[config.mk]
export PLATFORM = sky130hd
export DESIGN_NAME = instr_fetch_flat
export DESIGN_NICKNAME = d
export VERILOG_FILES = /design/src/rtl/instr_fetch_if.sv /design/src/rtl/instr_fetch.sv /design/src/flat_wrapper.sv
export SDC_FILE = /design/constraint.sdc
export NUM_CORES = 1
export LEC_CHECK = 0
export BUFFER_PORTS_ARGS = -buffer_cell sky130_fd_sc_hd__clkbuf_2
export CAP_MARGIN = 30
export CORE_MARGIN = 3
export CORE_UTILIZATION = 41
export CTS_CLUSTER_SIZE = 30
export DETAILED_ROUTE_END_ITERATION = 12
export PLACE_DENSITY = 0.7
export RECOVER_POWER = 50
export REMOVE_ABC_BUFFERS = 1
export SKIP_CTS_REPAIR_TIMING = 1
export SLEW_MARGIN = 20
export SYNTH_ARGS = -nofsm -noshare
export SYNTH_HDL_FRONTEND = slang
export SYNTH_SLANG_ARGS = --single-unit
[constraint.sdc]
create_clock -name i_clk -period 2.3 [get_ports i_clk]
set_clock_uncertainty 0.15 [all_clocks]
set_input_delay 0.69 -clock i_clk [delete_from_list [all_inputs] [get_ports i_clk]]
set_output_delay 0.69 -clock i_clk [all_outputs]
set_load 0.03 [all_outputs]
[src/rtl/instr_fetch_if.sv]
// Register-id type plus the memory read bus and register-file write port of instr_fetch.
// The fetch sequencer drives the master modport; memory and register file sit on the slave side.
package instr_fetch_pkg;
    typedef enum logic [0:0] {
        R_IR1 = 1'b0,
        R_IR2 = 1'b1
    } reg_id_e;
endpackage

interface instr_fetch_if;
    import instr_fetch_pkg::*;

    logic        o_mem_req;
    logic [15:0] o_mem_addr;
    logic        i_mem_ack;
    logic [15:0] i_mem_rdata;
    logic        o_wr_en;
    reg_id_e     o_dest_addr;
    logic [15:0] o_dest_data;

    modport master (
        output o_mem_req,
        output o_mem_addr,
        input  i_mem_ack,
        input  i_mem_rdata,
        output o_wr_en,
        output o_dest_addr,
        output o_dest_data
    );

    modport slave (
        input  o_mem_req,
        input  o_mem_addr,
        output i_mem_ack,
        output i_mem_rdata,
        input  o_wr_en,
        input  o_dest_addr,
        input  o_dest_data
    );
endinterface

[src/rtl/instr_fetch.sv]
// Instruction fetch sequencer: owns the PC, fetches one or two words and writes them to IR1/IR2.
// Optional INSTR_FETCH_CLR_IR2_EN: single-word instructions also write IR2 with zero.
module instr_fetch
    import instr_fetch_pkg::*;
#(
    parameter logic [15:0] RESET_PC = 16'h0000,
    parameter int          EXT_BIT  = 15
) (
    input  logic               i_clk,
    input  logic               i_rst,
    input  logic               i_start,
    input  logic               i_jump_en,
    input  logic [15:0]        i_jump_addr,
    output logic               o_busy,
    output logic               o_done,
    output logic [15:0]        o_pc,
    instr_fetch_if.master      bus
);

    typedef enum logic [2:0] {
        ST_IDLE   = 3'd0,
        ST_FETCH1 = 3'd1,
        ST_WRITE1 = 3'd2,
        ST_FETCH2 = 3'd3,
        ST_WRITE2 = 3'd4,
        ST_DONE   = 3'd5
    } state_e;

    state_e      state_r;
    state_e      state_nx_s;
    logic [15:0] pc_r;
    logic [15:0] word_r;
    logic        jmp_pend_r;
    logic [15:0] jmp_addr_r;

    logic        busy_s;
    logic        done_s;
    logic        req_s;
    logic        wr_en_s;
    reg_id_e     dest_s;

    // State register
    always_ff @(posedge i_clk) begin
        if (i_rst) begin
            state_r <= ST_IDLE;
        end else begin
            state_r <= state_nx_s;
        end
    end

    // Next-state and state-decoded outputs; ack is only honoured while requesting
    always_comb begin
        state_nx_s = state_r;
        busy_s     = 1'b1;
        done_s     = 1'b0;
        req_s      = 1'b0;
        wr_en_s    = 1'b0;
        dest_s     = R_IR1;
        case (state_r)
            ST_IDLE: begin
                busy_s = 1'b0;
                if (i_start) begin
                    state_nx_s = ST_FETCH1;
                end else begin
                    state_nx_s = ST_IDLE;
                end
            end
            ST_FETCH1: begin
                req_s = 1'b1;
                if (bus.i_mem_ack) begin
                    state_nx_s = ST_WRITE1;
                end else begin
                    state_nx_s = ST_FETCH1;
                end
            end
            ST_WRITE1: begin
                wr_en_s = 1'b1;
                if (word_r[EXT_BIT]) begin
                    state_nx_s = ST_FETCH2;
                end else begin
`ifdef INSTR_FETCH_CLR_IR2_EN
                    state_nx_s = ST_WRITE2;
`else
                    state_nx_s = ST_DONE;
`endif
                end
            end
            ST_FETCH2: begin
                req_s = 1'b1;
                if (bus.i_mem_ack) begin
                    state_nx_s = ST_WRITE2;
                end else begin
                    state_nx_s = ST_FETCH2;
                end
            end
            ST_WRITE2: begin
                wr_en_s    = 1'b1;
                dest_s     = R_IR2;
                state_nx_s = ST_DONE;
            end
            ST_DONE: begin
                done_s     = 1'b1;
                state_nx_s = ST_IDLE;
            end
            default: begin
                state_nx_s = ST_IDLE;
            end
        endcase
    end

    // PC, captured word and pending-jump bookkeeping
    always_ff @(posedge i_clk) begin
        if (i_rst) begin
            pc_r       <= RESET_PC;
            word_r     <= 16'h0000;
            jmp_pend_r <= 1'b0;
            jmp_addr_r <= 16'h0000;
        end else begin
            case (state_r)
                ST_IDLE: begin
                    if (i_jump_en) begin
                        pc_r <= i_jump_addr;
                    end else begin
                        pc_r <= pc_r;
                    end
                end
                ST_FETCH1, ST_FETCH2: begin
                    if (bus.i_mem_ack) begin
                        word_r <= bus.i_mem_rdata;
                        pc_r   <= pc_r + 16'd1;
                    end else begin
                        word_r <= word_r;
                    end
                end
                ST_WRITE1: begin
`ifdef INSTR_FETCH_CLR_IR2_EN
                    // The IR2 clear write reuses the captured-word path with a zero word
                    if (!word_r[EXT_BIT]) begin
                        word_r <= 16'h0000;
                    end else begin
                        word_r <= word_r;
                    end
`else
                    word_r <= word_r;
`endif
                end
                ST_DONE: begin
                    // A jump arriving in DONE is the newest target and wins over the pending one
                    if (i_jump_en) begin
                        pc_r <= i_jump_addr;
                    end else if (jmp_pend_r) begin
                        pc_r <= jmp_addr_r;
                    end else begin
                        pc_r <= pc_r;
                    end
                    jmp_pend_r <= 1'b0;
                end
                default: begin
                    pc_r <= pc_r;
                end
            endcase

            if ((state_r != ST_IDLE) && (state_r != ST_DONE) && i_jump_en) begin
                jmp_pend_r <= 1'b1;
                jmp_addr_r <= i_jump_addr;
            end
        end
    end

    assign o_busy          = busy_s;
    assign o_done          = done_s;
    assign o_pc            = pc_r;
    assign bus.o_mem_req   = req_s;
    assign bus.o_mem_addr  = pc_r;
    assign bus.o_wr_en     = wr_en_s;
    assign bus.o_dest_addr = dest_s;
    assign bus.o_dest_data = word_r;

endmodule

[src/flat_wrapper.sv]
// flat-port wrapper written by rule: the top's interface ports become plain ports
module instr_fetch_flat import instr_fetch_pkg::*;
#(
    parameter logic [15:0] RESET_PC = 16'h0000,
    parameter int          EXT_BIT  = 15
)
  (i_clk, i_rst, i_start, i_jump_en, i_jump_addr, o_busy, o_done, o_pc, bus_o_mem_req, bus_o_mem_addr, bus_i_mem_ack, bus_i_mem_rdata, bus_o_wr_en, bus_o_dest_addr, bus_o_dest_data);
  instr_fetch_if bus_i ();
  input  logic i_clk;
  input  logic i_rst;
  input  logic i_start;
  input  logic i_jump_en;
  input  logic [15:0] i_jump_addr;
  output logic o_busy;
  output logic o_done;
  output logic [15:0] o_pc;
  output wire logic [$bits(bus_i.o_mem_req)-1:0] bus_o_mem_req;
  output wire logic [$bits(bus_i.o_mem_addr)-1:0] bus_o_mem_addr;
  input wire logic [$bits(bus_i.i_mem_ack)-1:0] bus_i_mem_ack;
  input wire logic [$bits(bus_i.i_mem_rdata)-1:0] bus_i_mem_rdata;
  output wire logic [$bits(bus_i.o_wr_en)-1:0] bus_o_wr_en;
  output wire logic [$bits(bus_i.o_dest_addr)-1:0] bus_o_dest_addr;
  output wire logic [$bits(bus_i.o_dest_data)-1:0] bus_o_dest_data;
  assign bus_o_mem_req = bus_i.o_mem_req;
  assign bus_o_mem_addr = bus_i.o_mem_addr;
  assign bus_i.i_mem_ack = bus_i_mem_ack;
  assign bus_i.i_mem_rdata = bus_i_mem_rdata;
  assign bus_o_wr_en = bus_i.o_wr_en;
  assign bus_o_dest_addr = bus_i.o_dest_addr;
  assign bus_o_dest_data = bus_i.o_dest_data;
  instr_fetch #(.RESET_PC(RESET_PC), .EXT_BIT(EXT_BIT)) u_core (.i_clk(i_clk), .i_rst(i_rst), .i_start(i_start), .i_jump_en(i_jump_en), .i_jump_addr(i_jump_addr), .o_busy(o_busy), .o_done(o_done), .o_pc(o_pc), .bus(bus_i));
endmodule
After elaboration in Yosys (flattened, before gate mapping)
Index checks and enable logic that the tools add are counted.
{"block": "word_totals", "reg_bits": 52, "latchBits": 0, "mem_bits_rw": 0, "mem_bits_ro": 0, "input_bits": 37, "elab_cells": 42, "n_memories": 0}
{"block": "op_classes", "addsub": 1, "n_mul": 0, "div": 0, "n_lt_le_gt_ge": 0, "n_eq_ne": 9, "shifts": 0, "n_mux": 17, "n_bitwise": 0, "reduce_logical": 10}
{"op": "$mux W16", "n": 4}
{"op": "$pmux W16 S3", "n": 1}
{"op": "$add A16 B1 Y16 const B", "n": 1}
{"op": "$pmux W3 S5", "n": 1}
{"op": "$mux W1", "n": 8}
{"op": "$eq A3 B2 Y1 const B", "n": 2}
{"op": "$eq A3 B3 Y1 const B", "n": 2}
{"op": "$mux W3", "n": 2}
{"op": "$reduce_bool A3 Y1", "n": 2}
{"op": "$reduce_and A4 Y1", "n": 1}
{"op": "$reduce_or A2 Y1", "n": 2}
{"op": "$eq A3 B1 Y1 const B", "n": 1}
{"op": "$logic_not A3 Y1", "n": 1}
{"op": "$ne A3 B2 Y1 const B", "n": 1}
{"op": "$ne A3 B3 Y1 const B", "n": 1}
{"op": "$logic_and A1 B1 Y1", "n": 2}
{"op": "$mux W2", "n": 1}
{"op": "$ne A2 B1 Y1 const B", "n": 1}
{"op": "$ne A2 B2 Y1 const B", "n": 1}
{"op": "$reduce_and A2 Y1", "n": 1}
{"op": "$reduce_bool A2 Y1", "n": 1}

Longest topological paths before layout
{"block": "depth", "word_depth": 4, "mapped_depth": 8, "ltp_nobuf": 6}

Least setup slack after synthesis
No wires, ideal clock.
{"block": "synth_timing", "path_type": "reg-to-reg", "startpoint": "register u_core.state_r[0]", "endpoint": "register u_core.jmp_addr_r[10]", "setup_ps": 128, "arrival_ps": 2054, "slack_ps": -31, "stages_incl_launch_ff": 7, "path_buffers": 2, "path_cell_list": "dfxtp_1 > buf_2 > nor3b_1 > nor2_2 > buf_6 > mux2i_1 > nor2_1"}
{"block": "synth_via", "elab_chain_cells": 3, "word_cells_on_any_way": 4, "classes_between": "eq/ne (1); reduce/logical (3)"}
{"item": "from (decl)", "line": "instr_fetch.sv:29", "text": "state_e state_r;"}
{"item": "from (signal assigned)", "line": "instr_fetch.sv:47", "text": "state_r <= state_nx_s;"}
{"item": "$ne A3 B3 Y1 / $reduce_bool A3 Y1 (equally long branches)", "line": "instr_fetch.sv:163", "text": "if ((state_r != ST_IDLE) && (state_r != ST_DONE) && i_jump_en) begin"}
{"item": "$logic_and A1 B1 Y1 (*) (2 in series)", "line": "instr_fetch.sv:163"}
{"item": "to (signal assigned)", "line": "instr_fetch.sv:165", "text": "jmp_addr_r <= i_jump_addr;"}
{"item": "to (decl)", "line": "instr_fetch.sv:34", "text": "logic [15:0] jmp_addr_r;"}
Every way passes the cells marked *; elsewhere a longest branch is shown, timed or not.
A chain may end at the register's enable or synchronous reset.

Final worst setup path
{"block": "layout_timing", "startpoint": "register u_core.state_r[1]", "endpoint": "output o_busy"}
{"block": "layout_via", "elab_chain_cells": 2}
{"item": "$logic_not A3 Y1", "line": "instr_fetch.sv:59", "text": "case (state_r)"}
{"item": "$mux W1", "line": "instr_fetch.sv:59"}
{"item": "to (decl)", "line": "flat_wrapper.sv:14", "text": "output logic o_busy;"}
Every way passes these cells.

==> flow_metrics.py <==
metrics = {
    "synth": {
        "yosysWarnings": 0,
        "synth_most_common_cell": "nand2_1",
        "async_reset_ff_share_pct": 0,
        "synth_commonest_cells": "nand2_1 (54), dfxtp_1 (52), nor2_1 (32), a21oi_1 (27)",
        "synth_cells": 317,
        "synthTopCellsByArea": "dfxtp_1 (40%), nand2_1 (7.8%), mux2i_1 (6.6%)",
        "syn_area_per_cell_um2": 8.15,
        "synth_area_leader_cell": "dfxtp_1",
        "synth_edf_count": 0,
        "synth_seq_cells": 52,
        "ys.flop_type": "dfxtp_1",
        "synth_top_area_share_pct": 40.3,
        "yosysSeqAreaShare_pct": 40.3,
        "synth_cell_types": 48,
        "synthesis.area_um2": 2580,
    },
    "min_path": {
        "worstHoldPathCells": 2,
        "hp-class": "flip-flop to flip-flop",
    },
    "timing": {
        "rsz0062_at_grt": "false",
        "relSlewSlack_pct": 52.2,
        "period_share_pct": 97.1,
        "slew_violations": 0,
        "setup-violations-final": 0,
        "max_freq_ghz": 0.448,
        "hold_viol_final": 0,
        "max_slew.worst_pin.slew_ns": 0.714,
        "fin_ws_ns": 0.0666,
        "fin_crit_ns": 2.23,
        "hold_slack_ns": 0.309,
    },
    "layout": {
        "n_antenna_cell": 0,
        "area_growth_pct": 18.2,
        "layout.cells.non_filler": 467,
        "finish.utilization_pct": 50.7,
        "drive_above_1_share_pct": 22.2,
        "fin_area_um2": 3060,
        "nets": 430,
    },
    "critical_path": {
        "startpoint_type": "flip-flop",
        "ff2ff_path_depth": 5,
        "worstSetupPathType": "flip-flop to primary output",
        "arrival_ns": 1.39,
        "worstPathRequired_ns": 1.46,
        "end_kind": "primary output",
        "critical_path_peak_fanout": 10,
    },
    "die": {
        "fp-row-count": 28,
        "coreArea_um2": 6030,
        "initial_core_util_pct": 42.9,
        "die_x_um": 85.4,
        "pin_count": 90,
        "die_h_um": 85.4,
        "die-area_um2": 7290,
    },
    "global_route": {
        "grt_pass1_wl_um": 10700,
        "grt-ovfl-total": 0,
        "grt_start_max_net_pins": 25,
        "grt_pass1_vias": 2159,
        "grt_antenna_before_repair": 0,
        "grt_use_total_pct": 18.2,
    },
    "place": {
        "pre_cts_ws_ns": -0.0266,
        "dp.cells": 460,
        "io_buffers": 89,
        "gp_congestion": 0.794,
        "place_area_um2": 3020,
        "dp_hpwl_um": 4790,
    },
    "power_and_ir_drop": {
        "p_leak_nw": 1.20,
        "powerDensity_nw_per_um2": 697,
        "ir_worst_vdd_mv": 0.353,
    },
    "route": {
        "totalWireLength_um": 6590,
        "drc_errors": 0,
        "vias": 2494,
        "viasPerCell": 5.34,
        "post_drt_wl_per_cell_um": 14.1,
        "dr.pass1.iters": 4,
        "drtIter0Drc": 174,
        "antenna_left": 0,
    },
    "clock_network": {
        "clk_latency_ns": 0.30,
        "cts_tree": "done",
        "numCtsBuffers": 5,
        "htree_levels": 2,
        "clockRootBuffer": "clkbuf_8",
        "clock_sinks": 52,
        "cts_buffer_depth": 2,
        "clk_pin_slew_ns": 0.09,
    },
    "job": {
        "drv_cap": 0,
    },
    "run_status": {
        "status": "finished, final reports clean",
    },
}
final timing paths:
kind / slack, ns / startpoint / endpoint
worst max register to register: 0.26 / u_core.bus.o_mem_addr[3] / u_core.bus.o_mem_addr[12]
worst min-delay path: 0.31 / u_core.bus.o_dest_data[1] / u_core.bus.o_dest_data[1]
worst min register to register: 0.31 / u_core.bus.o_dest_data[1] / u_core.bus.o_dest_data[1]
worst max-delay path: 0.07 / u_core.state_r[1] / o_busy
registers in the layout (all words and copies together) (netlist names):
| signal | count |
|---|---|
| u_core.bus.o_dest_data | 16 |
| u_core.bus.o_mem_addr | 16 |
| u_core.jmp_addr_r | 16 |
| u_core.state_r | 3 |
| u_core.jmp_pend_r | 1 |
critical path: stages, from the launching register on:
cell and delay, ns:
dfxtp_1 0.43, or3_1 0.45, clkbuf_2 0.21
cells in the final DEF, fill, tap and decap left out, drive strengths merged, types with 3 or more instances in the layout:
cell | netlist | routed
a31oi | 6 | 6
mux2i | 17 | 17
clkbuf | 10 | 96
nand4 | 4 | 4
nand2 | 54 | 54
o21ai | 18 | 18
buf | 26 | 14
nor2 | 33 | 33
nand3 | 7 | 7
inv | 8 | 8
o21a | 3 | 3
a32o | 3 | 3
nor4 | 7 | 7
o32ai | 3 | 3
a21oi | 28 | 28
dfxtp | 52 | 52
a22oi | 3 | 3
nor3 | 4 | 4
area by class of cell:
cell class,count,area (um2)
multi-input cells,221,1290
fillers,629,2970
inverters,8,30.0
well taps,75,93.8
clock inverters,1,5.00
clock buffers,6,72.6
repair buffers,104,527
flip-flops and latches,52,1040
metal layers:
metal / up-vias / GRT usage (%) / part of all wire (%)
met5: - / 0 / 0
met4: 0 / 4.75 / 1.0
met3: 7 / 2.62 / 6.5
met2: 87 / 30.2 / 48
met1: 1141 / 24.6 / 44
li1: 1259 / - / -
where the power goes:
part           switching (W)  internal, W
sequential         0.0000636     0.000966
combinational       0.000399     0.000204
clock               0.000289     0.000208
total               0.000752      0.00138
per-stage QoR:
step	setup TNS, ns	total power (W)
6_report	0	0.00213
3_3_place_gp	0	0.00166
4_1_cts	-0.0222	0.00215
5_1_grt	0	0.00224
2_1_floorplan	-2.04	0.00143
3_5_place_dp	-0.0667	0.00167
cells by family after synthesis:
logic type	after synthesis	synth area share, %
fa+ha+maj	1	0.484
simple gates	120	20.9
xor+xnor	2	0.678
buf+inv	44	10.2
flops	52	40.3
compound gates	81	20.9
mux	17	6.58
No activity file was read; power rests on OpenSTA's default activity.
